## config.mk

```make
export PLATFORM = sky130hd
export DESIGN_NAME = prime_sequencer_flat
export DESIGN_NICKNAME = d
export VERILOG_FILES = /design/src/rtl/prime_pkg.sv /design/src/rtl/prime_sequencer_if.sv /design/src/rtl/prime_trial_step.sv /design/src/rtl/prime_sequencer.sv /design/src/flat_wrapper.sv
export SDC_FILE = /design/constraint.sdc
export NUM_CORES = 1
export LEC_CHECK = 0
export ABC_CLOCK_PERIOD_IN_PS = 71800
export CAP_MARGIN = 25
export CORE_MARGIN = 2
export CORE_UTILIZATION = 25
export DETAILED_ROUTE_END_ITERATION = 8
export SKIP_LAST_GASP = 1
export SYNTH_ARGS = -nofsm -noshare
export SYNTH_HDL_FRONTEND = slang
export SYNTH_SLANG_ARGS = --single-unit
```

## constraint.sdc

```tcl
create_clock -name clk -period 71.8 [get_ports clk]
set_clock_uncertainty 0.2 [all_clocks]
set_input_delay 14.36 -clock clk [delete_from_list [all_inputs] [get_ports clk]]
set_output_delay 14.36 -clock clk [all_outputs]
set_load 0.02 [all_outputs]
```

## src/rtl/prime_pkg.sv

```systemverilog
// Shared types and widths for the prime sequencer slice.
package prime_pkg;

  typedef enum logic [2:0] {
    IDLE,
    TEST,
    EMIT,
    ADVANCE,
    FIN
  } state_t;

  localparam int DEFAULT_WIDTH = 16;
  localparam int PROD_WIDTH    = 2 * DEFAULT_WIDTH;

  // Product width for an arbitrary operand width; d*d must never overflow.
  function automatic int prod_width(input int width);
    return 2 * width;
  endfunction

endpackage

```

## src/rtl/prime_sequencer_if.sv

```systemverilog
// Valid/ready stream carrying primes from the sequencer to a consumer.
interface prime_sequencer_if #(
  parameter int WIDTH = 16
);
  logic [WIDTH-1:0] prime_out;
  logic             prime_valid;
  logic             prime_ready;

  modport master (output prime_out, output prime_valid, input  prime_ready);
  modport slave  (input  prime_out, input  prime_valid, output prime_ready);
endinterface

```

## src/rtl/prime_trial_step.sv

```systemverilog
// One trial-division step: decides whether d has passed sqrt(cand) and whether d divides cand.
module prime_trial_step
  import prime_pkg::*;
#(
  parameter int WIDTH = 16
) (
  input  logic [WIDTH-1:0] cand,
  input  logic [WIDTH-1:0] d,
  output logic             is_prime_done,
  output logic             divides
);

  localparam int PW = prod_width(WIDTH);

  logic [PW-1:0] d_sq;

  assign d_sq          = PW'(d) * PW'(d);
  assign is_prime_done = d_sq > PW'(cand);
  // d is never zero while testing; the guard only keeps the reset state well-defined.
  assign divides       = (d != '0) && ((cand % d) == '0);

endmodule

```

## src/rtl/prime_sequencer.sv

```systemverilog
// Enumerates primes 2..limit by trial division, one divisor per clock, on a valid/ready stream.
// Define PRIME_SKIP_EVEN_EN to skip even candidates and even divisors (same output, fewer cycles).
//
// state   | meaning
// IDLE    | waiting for start, limit captured on accept
// TEST    | trying divisor d against cand
// EMIT    | cand is prime, held on the stream until accepted
// ADVANCE | move to the next candidate or finish
// FIN     | one-cycle done pulse
module prime_sequencer
  import prime_pkg::*;
#(
  parameter int WIDTH = 16
) (
  input  logic             clk,
  input  logic             rst_n,
  input  logic             start,
  input  logic [WIDTH-1:0] limit,
  prime_sequencer_if.master stream,
  output logic             busy,
  output logic             done,
  output logic [WIDTH-1:0] count
);

  state_t           state;
  logic [WIDTH-1:0] cand;
  logic [WIDTH-1:0] d;
  logic [WIDTH-1:0] lim;
  logic [WIDTH-1:0] d_step;
  logic             is_prime_done;
  logic             divides;

  prime_trial_step #(.WIDTH(WIDTH)) u_step (
    .cand          (cand),
    .d             (d),
    .is_prime_done (is_prime_done),
    .divides       (divides)
  );

`ifdef PRIME_SKIP_EVEN_EN
  logic [WIDTH:0] cand_plus2;
  assign cand_plus2 = {1'b0, cand} + (WIDTH+1)'(2);
  assign d_step     = cand[0] ? WIDTH'(2) : WIDTH'(1);
`else
  assign d_step     = WIDTH'(1);
`endif

  always_ff @(posedge clk or negedge rst_n) begin
    if (!rst_n) begin
      state              <= IDLE;
      cand               <= '0;
      d                  <= '0;
      lim                <= '0;
      count              <= '0;
      busy               <= 1'b0;
      done               <= 1'b0;
      stream.prime_valid <= 1'b0;
      stream.prime_out   <= '0;
    end else begin
      done <= 1'b0;
      unique case (state)
        IDLE: begin
          if (start) begin
            lim   <= limit;
            count <= '0;
            busy  <= 1'b1;
            if (limit < WIDTH'(2)) begin
              state <= FIN;
              done  <= 1'b1;
            end else begin
              cand  <= WIDTH'(2);
              d     <= WIDTH'(2);
              state <= TEST;
            end
          end
        end
        TEST: begin
          if (is_prime_done) begin
            stream.prime_valid <= 1'b1;
            stream.prime_out   <= cand;
            state              <= EMIT;
          end else if (divides) begin
            state <= ADVANCE;
          end else begin
            d <= d + d_step;
          end
        end
        EMIT: begin
          if (stream.prime_ready) begin
            stream.prime_valid <= 1'b0;
            count              <= count + WIDTH'(1);
            state              <= ADVANCE;
          end
        end
        ADVANCE: begin
          // Finishing on cand == lim keeps the candidate from wrapping at the top of the range.
          if (cand == lim) begin
            state <= FIN;
            done  <= 1'b1;
`ifdef PRIME_SKIP_EVEN_EN
          end else if (cand == WIDTH'(2)) begin
            cand  <= WIDTH'(3);
            d     <= WIDTH'(3);
            state <= TEST;
          end else if (cand_plus2 > {1'b0, lim}) begin
            state <= FIN;
            done  <= 1'b1;
          end else begin
            cand  <= cand_plus2[WIDTH-1:0];
            d     <= WIDTH'(3);
            state <= TEST;
          end
`else
          end else begin
            cand  <= cand + WIDTH'(1);
            d     <= WIDTH'(2);
            state <= TEST;
          end
`endif
        end
        FIN: begin
          busy  <= 1'b0;
          state <= IDLE;
        end
        default: state <= IDLE;
      endcase
    end
  end

endmodule

```

## src/flat_wrapper.sv

```systemverilog
// flat-port wrapper written by rule: the top's interface ports become plain ports
module prime_sequencer_flat import prime_pkg::*;
#(
  parameter int WIDTH = 16
)
  (clk, rst_n, start, limit, busy, done, count, stream_prime_out, stream_prime_valid, stream_prime_ready);
  prime_sequencer_if #(.WIDTH(WIDTH)) stream_i ();
  input  logic clk;
  input  logic rst_n;
  input  logic start;
  input  logic [WIDTH-1:0] limit;
  output logic busy;
  output logic done;
  output logic [WIDTH-1:0] count;
  output wire logic [$bits(stream_i.prime_out)-1:0] stream_prime_out;
  output wire logic [$bits(stream_i.prime_valid)-1:0] stream_prime_valid;
  input wire logic [$bits(stream_i.prime_ready)-1:0] stream_prime_ready;
  assign stream_prime_out = stream_i.prime_out;
  assign stream_prime_valid = stream_i.prime_valid;
  assign stream_i.prime_ready = stream_prime_ready;
  prime_sequencer #(.WIDTH(WIDTH)) u_core (.clk(clk), .rst_n(rst_n), .start(start), .limit(limit), .stream(stream_i), .busy(busy), .done(done), .count(count));
endmodule
```

==> flow_metrics.env <==
export IMPL_synth_area_per_cell_sq_um=8.21
export IMPL_tritoncts="done"
export IMPL_wirelength_microns=59800
export IMPL_min_period_over_period_pct=46.8
export IMPL_clockRootBuffer="clkbuf_16"
export IMPL_finalHoldViolations=0
export IMPL_grt_util_all_layers_pct=14.6
export IMPL_cts_resized=0
export IMPL_wl_per_cell_microns=17.2
export IMPL_clkTransAtPathRegs_ns=0.07
export IMPL_critical_path_buf_inv_count=5
export IMPL_start_util_pct=25.1
export IMPL_hp_class="flip-flop to flip-flop"
export IMPL_rsz0062_at_grt="false"
export IMPL_cts_buffers=9
export IMPL_syn_inst=2407
export IMPL_io_pins=55
export IMPL_via_per_inst=5.14
export IMPL_cts_hold_buf=0
export IMPL_synthArstFlopShare_pct=100
export IMPL_synth_edf_count=0
export IMPL_synth_seq_area_share_pct=10.9
export IMPL_port_buffer_count=54
export IMPL_setup_viol=0
export IMPL_nNetsFinal=2855
export IMPL_critPathMaxStageDelay_ns=0.80
export IMPL_gr_usage_met2_pct=24.1
export IMPL_slew_limit_headroom_pct=35.5
export IMPL_final_cells=3467
export IMPL_ys_ff_latch=86
export IMPL_status="finished clean"
export IMPL_core_area_sq_um=78600
export IMPL_use_met1_pct=20.5
export IMPL_cp_common_cell="ha_1"
export IMPL_overflow=0
export IMPL_ys_flop_type="dfrtp_1"
export IMPL_ys_warn_count=0
export IMPL_post_place_cells=3450
export IMPL_die_h_microns=285
export IMPL_cts_sinks=86
export IMPL_fmax_mhz=29.8
export IMPL_synth_cell_types=110
export IMPL_post_cts_buffers=0
export IMPL_cp_max_fo=25
export IMPL_syn_area_sq_um=19800
export IMPL_cp_required_ns=71.83
export IMPL_busiest_layer="met2"
export IMPL_grt_max_degree=47
export IMPL_drv_slew=0
export IMPL_num_rows=103
export IMPL_fin_crit_ns=33.58
export IMPL_use_met3_pct=1.62
export IMPL_vias=17800
export IMPL_setup_worst_path_end_class="flip-flop"
export IMPL_crit_type="flip-flop to flip-flop"
export IMPL_startpoint_type="flip-flop"
export IMPL_whs_ns=0.295
export IMPL_cts_buffer_depth=2
export IMPL_fillerInstances=8484
export IMPL_antenna_found_initial=1
export IMPL_grt_pass1_vias=17400
export IMPL_tightest_slew_ns=0.968
export IMPL_maxCapViolCount=0
export IMPL_clk_latency_ns=0.35
export IMPL_totalNegativeSetupSlack_ns=0
export IMPL_place_hpwl_microns=47300
export IMPL_drt_iter0_markers=1404
export IMPL_grt_pass1_wl_microns=95900
export IMPL_area_growth_pct=10.0
export IMPL_diodes=0
export IMPL_drc=0
export IMPL_layout_drive_gt1_share_pct=6.70
export IMPL_die_width_microns=285
export IMPL_cpMaxStageDelayCell="nor3_4"
export IMPL_arrival_ns=33.60
export IMPL_cts_max_level=3
export IMPL_die_area_sq_um=81300
export IMPL_synth_nets=2850
export IMPL_place_congestion=0.933
export IMPL_first_pass_iters=6
export IMPL_critPathTopFamily="compound AO/OA/AOI/OAI gates"
export IMPL_ant_nets=0
-- worst reg2reg max path, delay by kind of cell, from the launching register on --
kind	cells	cell delay, ns
compound gates	56	16.65
flops	1	0.61
buf+inv	5	0.91
fa+ha+maj	15	4.76
mux	4	1.41
simple gates	34	8.92
-- per-stage QoR --
stage / setup WS [ns] / area, sq um / utilization, %
floorplan: 43.92 / 19800 / -
global placement: 39.29 / 21400 / 27.2
detailed placement: 38.87 / 21400 / 27.2
CTS: 38.80 / 21700 / 27.6
global route: 35.66 / 21700 / 27.7
finish: 38.22 / 21700 / 27.7
-- cells in the final DEF, fill, tap and decap left out, drive strengths merged, types with 14 or more instances in the layout --
| master | instances |
|---|---|
| buf | 22 |
| nand2b | 23 |
| o211ai | 31 |
| o21ai | 84 |
| mux2 | 47 |
| dfrtp | 86 |
| nand3 | 48 |
| a21o | 52 |
| nor4 | 20 |
| and2 | 15 |
| or4 | 21 |
| fa | 165 |
| a21oi | 136 |
| o31ai | 22 |
| a211oi | 22 |
| or2 | 20 |
| clkdlybuf4s50 | 53 |
| nand4 | 29 |
| a31oi | 28 |
| xor2 | 72 |
| mux2i | 15 |
| nor2 | 239 |
| nor3 | 69 |
| or3 | 34 |
| o21a | 46 |
| ha | 258 |
| xnor2 | 73 |
| nand2 | 219 |
| nor2b | 14 |
| inv | 259 |
-- cell families (layout without fill, tap and decap cells) --
| kind of cell | after synthesis | in the layout | synth area share (%) |
|---|---|---|---|
| compound gates | 556 | 556 | 20.0 |
| buf+inv | 343 | 353 | 6.83 |
| mux | 62 | 62 | 3.48 |
| flops | 86 | 86 | 10.9 |
| fa+ha+maj | 423 | 423 | 33.1 |
| xor+xnor | 145 | 145 | 6.43 |
| simple gates | 792 | 792 | 19.4 |
-- Yosys cell counts, drive strengths merged (5+ instances only) --
| library cell | n | area (sq um) |
|---|---|---|
| nor3 | 69 | 384 |
| xnor2 | 73 | 639 |
| nand2 | 219 | 822 |
| o221ai | 6 | 52.6 |
| o21a | 46 | 345 |
| o22ai | 9 | 56.3 |
| a211o | 13 | 114 |
| a2111oi | 9 | 100 |
| clkinv | 6 | 22.5 |
| nor3b | 10 | 80.1 |
| o31a | 8 | 71.3 |
| xor2 | 72 | 631 |
| fa | 165 | 3300 |
| ha | 258 | 3230 |
| a2111o | 5 | 56.3 |
| a31o | 5 | 43.8 |
| dfrtp | 86 | 2150 |
| or3 | 34 | 213 |
| a21oi | 136 | 703 |
| a211oi | 22 | 180 |
| o311ai | 5 | 43.8 |
| nand3 | 48 | 245 |
| inv | 256 | 961 |
| o2111ai | 10 | 93.8 |
| a31oi | 28 | 181 |
| nand2b | 23 | 144 |
| or2 | 20 | 125 |
| and2 | 15 | 93.8 |
| nor2b | 14 | 87.6 |
| nor4 | 20 | 131 |
| o21ai | 84 | 432 |
| or4 | 21 | 158 |
| and3 | 13 | 81.3 |
| nor2 | 239 | 900 |
| buf | 27 | 163 |
| mux2 | 47 | 537 |
| a21o | 52 | 390 |
| nand4 | 29 | 188 |
| o211ai | 31 | 238 |
| clkbuf | 54 | 203 |
| mux2i | 15 | 150 |
| o21bai | 13 | 109 |
| a21boi | 10 | 82.6 |
| o31ai | 22 | 199 |
-- cell type report --
class	count	area, sq um	area share [%]
Inverter	262	983	4.52
Clock buffer	9	225	1.04
Multi-Input combinational cell	1978	16300	74.9
Clock inverter	7	90.1	0.414
Timing Repair Buffer	75	703	3.23
Sequential cell	86	2150	9.90
Tap cell	1050	1310	6.04
-- registers in the layout, summed over array words and instances (netlist names) --
name,cells
u_core.state,3
u_core.count,16
u_core.stream.prime_out,16
u_core.done,1
u_core.d,16
u_core.busy,1
u_core.cand,16
u_core.lim,16
u_core.stream.prime_valid,1
-- worst paths after layout --
path                                                       startpoint                                    end  slack (ns)  cells past startpoint
worst max-delay path                         u_core.d[13]$_DFFE_PN0P_                u_core.d[2]$_DFFE_PN0P_       38.22                    114
worst min-delay path            u_core.stream.prime_valid$_DFFE_PN0P_  u_core.stream.prime_valid$_DFFE_PN0P_        0.29                      1
worst max register to register               u_core.d[13]$_DFFE_PN0P_                u_core.d[2]$_DFFE_PN0P_       38.22                    114
worst min register to register  u_core.stream.prime_valid$_DFFE_PN0P_  u_core.stream.prime_valid$_DFFE_PN0P_        0.29                      1
max in group asynchronous                                       rst_n               u_core.d[14]$_DFFE_PN0P_       56.61                      2
min in group asynchronous                                       rst_n           u_core.count[15]$_DFFE_PN0P_       13.77                      1
-- metal layers --
layer  vias to the layer above  wire length, microns  part of all wire (%)
met5                         -                    12                 0.020
met4                         2                  1000                   1.7
met3                        62                  3790                   6.3
met1                      8649                 27300                    46
li1                       8507                     -                     -
met2                       588                 27700                    46
Power is left out: the tool's default activity adds up to more than one toggle a clock period on the data nets, which glitch-free logic cannot reach.
